`config.mk`:
```
export PLATFORM = sky130hd
export DESIGN_NAME = cmd_assembler
export DESIGN_NICKNAME = d
export VERILOG_FILES = /design/src/rtl/cmd_assembler.sv
export SDC_FILE = /design/constraint.sdc
export NUM_CORES = 1
export LEC_CHECK = 0
export CELL_PAD_IN_SITES_DETAIL_PLACEMENT = 0
export CELL_PAD_IN_SITES_GLOBAL_PLACEMENT = 1
export CORE_MARGIN = 3
export CORE_UTILIZATION = 35
export CTS_CLUSTER_DIAMETER = 30
export DETAILED_ROUTE_END_ITERATION = 10
export GPL_TIMING_DRIVEN = 1
export PLACE_DENSITY_LB_ADDON = 0.1
export SYNTH_ARGS = -nofsm -noshare
export SYNTH_HDL_FRONTEND = slang
export SYNTH_SLANG_ARGS = --single-unit
export TNS_END_PERCENT = 10
```
`constraint.sdc`:
```
create_clock -name clk_i -period 1.76 [get_ports clk_i]
set_input_delay 0.352 -clock clk_i [delete_from_list [all_inputs] [get_ports clk_i]]
set_output_delay 0.352 -clock clk_i [all_outputs]
set_load 0.005 [all_outputs]
```
`src/rtl/cmd_assembler.sv`:
```
// Assembles SUMP command bytes from the UART receiver into opcode/data words and
// hands them to the instruction decoder over a valid/ready handshake.
module cmd_assembler #(
    parameter int unsigned TIMEOUT_CYCLES = 1000000,
    parameter int unsigned LONG_MSB       = 7
) (
    input  logic        clk_i,
    input  logic        rst_i,
    input  logic        rx_stb_i,
    input  logic [7:0]  rx_dat_i,
    output logic        cmd_stb_o,
    input  logic        cmd_rdy_i,
    output logic [7:0]  opc_o,
    output logic [31:0] cmd_o,
    output logic        busy_o,
    output logic        tmo_o,
    output logic        ovf_o
);

    localparam int unsigned TW = (TIMEOUT_CYCLES > 0) ? $clog2(TIMEOUT_CYCLES + 1) : 1;
    localparam bit TMO_EN = (TIMEOUT_CYCLES != 0);
    localparam logic [TW-1:0] TCNT_LAST = (TIMEOUT_CYCLES > 0) ? TW'(TIMEOUT_CYCLES - 1) : {TW{1'b0}};
    localparam logic [TW-1:0] TCNT_MAX  = {TW{1'b1}};

    typedef enum logic [1:0] {
        ST_IDLE = 2'd0,
        ST_DATA = 2'd1,
        ST_EMIT = 2'd2
    } state_t;

    state_t        state_r, state_nxt_s;
    logic [7:0]    opc_r, opc_nxt_s;
    logic [31:0]   cmd_r, cmd_nxt_s;
    logic [1:0]    idx_r, idx_nxt_s;
    logic [TW-1:0] tcnt_r, tcnt_nxt_s;
    logic          stb_r, stb_nxt_s;
    logic          busy_r, busy_nxt_s;
    logic          tmo_r, tmo_nxt_s;
    logic          ovf_r, ovf_nxt_s;

    // State and output registers; every output comes straight from a flop.
    always_ff @(posedge clk_i) begin
        if (rst_i) begin
            state_r <= ST_IDLE;
            opc_r   <= 8'h00;
            cmd_r   <= 32'h0000_0000;
            idx_r   <= 2'd0;
            tcnt_r  <= {TW{1'b0}};
            stb_r   <= 1'b0;
            busy_r  <= 1'b0;
            tmo_r   <= 1'b0;
            ovf_r   <= 1'b0;
        end else begin
            state_r <= state_nxt_s;
            opc_r   <= opc_nxt_s;
            cmd_r   <= cmd_nxt_s;
            idx_r   <= idx_nxt_s;
            tcnt_r  <= tcnt_nxt_s;
            stb_r   <= stb_nxt_s;
            busy_r  <= busy_nxt_s;
            tmo_r   <= tmo_nxt_s;
            ovf_r   <= ovf_nxt_s;
        end
    end

    // Next-state and next-output logic; pulses default low, everything else holds.
    always_comb begin
        state_nxt_s = state_r;
        opc_nxt_s   = opc_r;
        cmd_nxt_s   = cmd_r;
        idx_nxt_s   = idx_r;
        tcnt_nxt_s  = tcnt_r;
        stb_nxt_s   = stb_r;
        busy_nxt_s  = busy_r;
        tmo_nxt_s   = 1'b0;
        ovf_nxt_s   = 1'b0;

        case (state_r)
            ST_IDLE: begin
                if (rx_stb_i) begin
                    opc_nxt_s = rx_dat_i;
                    if (rx_dat_i[LONG_MSB]) begin
                        state_nxt_s = ST_DATA;
                        idx_nxt_s   = 2'd0;
                        tcnt_nxt_s  = {TW{1'b0}};
                        busy_nxt_s  = 1'b1;
                    end else begin
                        cmd_nxt_s   = 32'h0000_0000;
                        state_nxt_s = ST_EMIT;
                        stb_nxt_s   = 1'b1;
                    end
                end else begin
                    stb_nxt_s  = 1'b0;
                    busy_nxt_s = 1'b0;
                end
            end

            ST_DATA: begin
                // An arriving byte wins over a coincident terminal count.
                if (rx_stb_i) begin
                    cmd_nxt_s[{idx_r, 3'b000} +: 8] = rx_dat_i;
                    tcnt_nxt_s = {TW{1'b0}};
                    if (idx_r == 2'd3) begin
                        state_nxt_s = ST_EMIT;
                        idx_nxt_s   = 2'd0;
                        stb_nxt_s   = 1'b1;
                        busy_nxt_s  = 1'b0;
                    end else begin
                        idx_nxt_s = idx_r + 2'd1;
                    end
                end else if (TMO_EN && (tcnt_r == TCNT_LAST)) begin
                    state_nxt_s = ST_IDLE;
                    tcnt_nxt_s  = {TW{1'b0}};
                    idx_nxt_s   = 2'd0;
                    busy_nxt_s  = 1'b0;
                    tmo_nxt_s   = 1'b1;
                end else if (TMO_EN && (tcnt_r != TCNT_MAX)) begin
                    tcnt_nxt_s = tcnt_r + TW'(1'b1);
                end else begin
                    tcnt_nxt_s = tcnt_r;
                end
            end

            ST_EMIT: begin
                if (rx_stb_i) begin
                    ovf_nxt_s = 1'b1;
                end else begin
                    ovf_nxt_s = 1'b0;
                end
                if (cmd_rdy_i) begin
                    state_nxt_s = ST_IDLE;
                    stb_nxt_s   = 1'b0;
                end else begin
                    stb_nxt_s = 1'b1;
                end
            end

            default: begin
                state_nxt_s = ST_IDLE;
                stb_nxt_s   = 1'b0;
                busy_nxt_s  = 1'b0;
                idx_nxt_s   = 2'd0;
                tcnt_nxt_s  = {TW{1'b0}};
            end
        endcase
    end

    assign cmd_stb_o = stb_r;
    assign opc_o     = opc_r;
    assign cmd_o     = cmd_r;
    assign busy_o    = busy_r;
    assign tmo_o     = tmo_r;
    assign ovf_o     = ovf_r;

endmodule

```
Yosys cells after proc, flatten, opt, wreduce, memory -nomap -nowiden

Index checks and enable logic that the tools add are counted.

Logic and storage cells: 80
Input port bits: 12
Output and inout bits: 44
Flip-flop bits (word level): 68

Reductions and logical operators: 11
Shift operators: 2
Mux-type cells: 37
Equal/unequal tests: 16
Bitwise logic cells: 2
Add/subtract/negate cells: 3

Operator list:

| kind                     | number |
|---|---|
| $mux W20                 | 5 |
| $mux W32                 | 3 |
| $pmux W32 S2             | 1 |
| $pmux W20 S3             | 1 |
| $bwmux W32               | 1 |
| $shift A8 B7 Y32 const A | 1 |
| $shiftx A8 B7 Y32        | 1 |
| $add A20 B1 Y20 const B  | 1 |
| $eq A20 B20 Y1 const B   | 1 |
| $mux W2                  | 10 |
| $ne A20 B20 Y1 const B   | 1 |
| $reduce_and A4 Y1        | 5 |
| $mux W1                  | 12 |
| $ne A2 B2 Y1 const B     | 6 |
| $ne A3 B3 Y1 const B     | 4 |
| $pmux W2 S3              | 2 |
| $neg A5 Y7               | 1 |
| $pmux W1 S3              | 2 |
| $eq A2 B2 Y1 const B     | 2 |
| $ne A4 B4 Y1 const B     | 1 |
| $reduce_and A3 Y1        | 1 |
| $reduce_or A3 Y1         | 1 |
| $add A2 B1 Y2 const B    | 1 |
| $eq A2 B1 Y1 const B     | 1 |
| 5 further kinds          | 6 |

Depth between registers and ports, before layout

Depth after elaboration: 5
Gate-level depth with buffers: 8

Worst setup path before layout

No wires, ideal clock.

Path kind: register -> register
Start point: register tcnt_r[0]
End point: register tcnt_r[14]
Library setup time: 0.128 ns
Setup slack: -0.142 ns
Clock period less this slack: 1.902 ns
Stages on the path, launching flop included: 8
Buffers on the path: 1
Data arrival time: 1.774 ns
Path through: dfxtp_1 -> ha_1 -> nand3_1 -> or4_4 -> nor3_2 -> nand2b_1 -> buf_4 -> o41ai_2

Cells in the longest elaborated chain, start to end: 5
Elaborated cells on any way between the ends: 9

Ends and longest elaborated chain:

| element                | line | source |
|---|---|---|
| from (decl)            | 35   | `logic [TW-1:0] tcnt_r, tcnt_nxt_s;` |
| from (signal assigned) | 48   | `tcnt_r <= {TW{1'b0}};` |
| from (signal assigned) | 58   | `tcnt_r <= tcnt_nxt_s;` |
| $add A20 B1 Y20        | 118  | `tcnt_nxt_s = tcnt_r + TW'(1'b1);` |
| $mux W20               | 117  | `end else if (TMO_EN && (tcnt_r != TCNT_MAX)) begin` |
| $mux W20               | 111  | `end else if (TMO_EN && (tcnt_r == TCNT_LAST)) begin` |
| $mux W20               | 100  | `if (rx_stb_i) begin` |
| $pmux W20 S3           | 78   | `case (state_r)` |

Several ways; a longest one is shown, not always the timed one. The select of a mux whose other input is x is not followed.
A chain may end at the register's enable or synchronous reset.

Worst setup path in the final report

Start point: register tcnt_r[7]
End point: register tcnt_r[11]

The elaborated chain is that of the path after synthesis.

==> flow_metrics.py <==
metrics = {
    "yosys": {
        "yosys-top-cells-count": "dfxtp_1, nor2_1, a22oi_1",
        "yosysMostFrequentCell": "dfxtp_1",
        "syn-num-nets": 355,
        "synth_enable_flop_cells": 0,
        "yosys_warnings": 0,
        "synth_top_area_share_pct": 44.8,
        "synth.cell_area_sq_um": 3040,
        "netlist_top_cells_area": "dfxtp_1, a22oi_1, nor2_1",
        "netlist_instances": 338,
        "synth_seq_cells": 68,
        "yosysSeqAreaShare_pct": 44.8,
        "synth_top_area_cell": "dfxtp_1",
        "async_flop_share_pct": 0,
        "ys.flop_type": "dfxtp_1",
        "yosysUniqueCellTypes": 56,
        "synth_area_per_cell_sq_um": 9.00,
    },
    "worst_setup_path": {
        "startpoint": "tcnt_r[7]",
        "crit_fanout": 8,
        "worstReg2RegStart": "tcnt_r[7]",
        "critPathKind": "reg -> reg",
        "r2r-end": "tcnt_r[11]",
        "r2r_setup_slack_ps": -60,
        "required_ps": 1990,
        "start_kind": "flip-flop",
        "endpoint_kind": "flip-flop",
        "r2r_cells": 8,
        "worstPathArrival_ps": 2060,
        "critPathCapture": "tcnt_r[11]",
    },
    "sta": {
        "finalSetupViolCount": 13,
        "grt_setup_unrepaired": "yes",
        "finalCritPeriodShare_pct": 104,
        "finClkSkew_ps": 6.67,
        "max_freq_mhz": 548,
        "layout_setup_ws_ps": -63.3,
        "slew_violations": 0,
        "final_hold_viol_count": 0,
        "holdWs_ps": 498,
        "worst_pin_slew_ps": 428,
        "setup-tns-final_ps": -541,
        "min_period_ps": 1820,
        "slew_headroom_pct": 71.5,
    },
    "detailed_routing": {
        "first_pass_iters": 4,
        "wire_per_inst_um": 16.7,
        "viasPerCell": 5.39,
        "drc_errors": 0,
        "postRouteWirelength_um": 9540,
        "final_antenna_net_count": 0,
        "drtIter0Drc": 104,
        "dr_total_vias": 3082,
    },
    "layout": {
        "syn_to_final_growth_pct": 53.4,
        "nets": 479,
        "n_fill_cell": 781,
        "final_core_util_pct": 55.9,
        "drive_gt1_share_pct": 27.6,
        "design_area_sq_um": 4660,
        "finalNonFillerCells": 572,
        "insertedDiodeCount": 0,
    },
    "floorplan": {
        "initial_core_util_pct": 36.5,
        "die_height_um": 99.2,
        "die_w_um": 99.2,
        "fp-row-count": 33,
        "dieArea_sq_um": 9840,
        "core_sq_um": 8340,
        "pin_count": 56,
    },
    "placed_design": {
        "finalWeightedCongestion": 0.845,
        "pre_cts_ws_ps": -515,
        "place.port_buffers": 55,
        "dp_hpwl_um": 6590,
        "place_area_sq_um": 4200,
        "placed_cells": 550,
    },
    "global_route": {
        "overflow": 0,
        "busiest_layer": "met2",
        "grt_pass1_vias": 3069,
        "use_met2_pct": 32.8,
        "grt_pass1_wl_um": 15500,
        "grt_max_degree": 38,
        "antenna_found_initial": 0,
        "grt_use_met1_pct": 24.2,
        "grt_use_total_pct": 19.7,
        "use_met3_pct": 5.47,
    },
    "clock_tree": {
        "clockBufferDepth": 2,
        "htreeDepth": 3,
        "clk-insertion-delay-late_ps": 350,
        "clkSlewWorstSetupHoldPaths_ps": 80,
        "cts-buffers-inserted": 9,
        "cts_tree": "yes",
        "holdBufCountCts": 0,
        "cts-root-buf": "clkbuf_8",
        "clock-sinks": 68,
    },
    "pwr": {
        "power_density_nw_per_um2": 760,
        "power_leakage_nw": 1.75,
        "irDropWorstVdd_mv": 0.418,
        "p_total_mw": 3.55,
    },
    "status": {
        "status": "complete, but fails checks",
        "violations": "setup timing",
    },
    "run": {
        "maxCapViolCount": 0,
    },
    "min_path": {
        "hold_path.class": "in -> reg",
    },
}
cell type report:
cell class	count	area (sq um)	share of cell area (%)
timing repair buffer	129	1150	24.8
sequential	68	1370	29.3
clock buffer	10	128	2.74
inverter	11	41.3	0.885
tap	105	131	2.82
multi-input combinational	243	1730	37.1
clock inverter	6	111	2.39
worst max-delay path: stages (launching register included):
cell and delay [ps]:
dfxtp_2 330, or4_4 540, nor4_4 170, buf_6 170
a21oi_4 60, buf_6 150, buf_6 110, a22oi_2 100
a21oi_1 70
per-layer routing:
metal / share of wire, % / up-vias
met1: 44 / 1482
met5: 0 / -
met3: 4.9 / 17
met4: 2.0 / 0
li1: - / 1500
met2: 49 / 83
placed cells by master, fill, tap and decap left out, types with 3 or more instances in the layout:
| cell | instances |
|---|---|
| buf_6 | 7 |
| dfxtp_2 | 4 |
| nor2_1 | 50 |
| nor3_1 | 6 |
| nand2b_1 | 3 |
| o22ai_1 | 3 |
| a211oi_1 | 3 |
| a21o_1 | 5 |
| clkbuf_8 | 9 |
| mux2i_1 | 8 |
| o31ai_1 | 5 |
| nand2_1 | 17 |
| nor4_4 | 3 |
| bufinv_16 | 3 |
| o21ai_0 | 4 |
| ha_1 | 4 |
| a22oi_1 | 33 |
| or3_1 | 3 |
| clkdlybuf4s50_1 | 53 |
| o211ai_1 | 3 |
| nor2b_1 | 5 |
| nand4_1 | 7 |
| inv_1 | 11 |
| a21oi_1 | 10 |
| nand3_1 | 10 |
| o21ai_1 | 3 |
| and2_1 | 6 |
| buf_4 | 65 |
| o21ai_2 | 4 |
| dfxtp_1 | 64 |
state kept, by name, indices dropped and copies added, names as in the netlist:
name,count
state_r,2
idx_r,2
tcnt_r,20
ovf_o,1
opc_o,8
tmo_o,1
cmd_stb_o,1
cmd_o,32
busy_o,1
logic make-up after synthesis:
group,synth area share (%)
adders and majority gates,2.06
buffers and inverters,3.78
DFF,44.8
muxes,2.63
and+or+nand+nor,23.3
AOI/OAI and AO/OA,23.2
xor gates and xnor gates,0.288
timing repair:
| item | in CTS | in global routing |
|---|---|---|
| endpoints found under the setup margin | 23 | 42 |
| pin swaps | 15 | 12 |
| gates cloned | 1 | 0 |
| buffers inserted | 5 | 0 |
| gates resized for setup | 25 | 15 |
worst min path at each step:
stage / startpoint / end / slack, ps / depth (start not counted)
after global placement: opc_o[2] / opc_o[2] / 470 / 2
final: rst_i / tmo_o / 500 / 5
after global routing: rst_i / tmo_o / 520 / 5
after CTS: rst_i / tmo_o / 480 / 5
after detailed placement: idx_r[0] / idx_r[0] / 490 / 2
after floorplan: tcnt_r[19] / tcnt_r[19] / 450 / 1
power breakdown:
part           switching (mW)  internal, mW
Clock                   0.633         0.945
Sequential             0.0138          1.56
Combinational           0.202         0.189
Note: power is estimated with default switching activity, not from simulation.
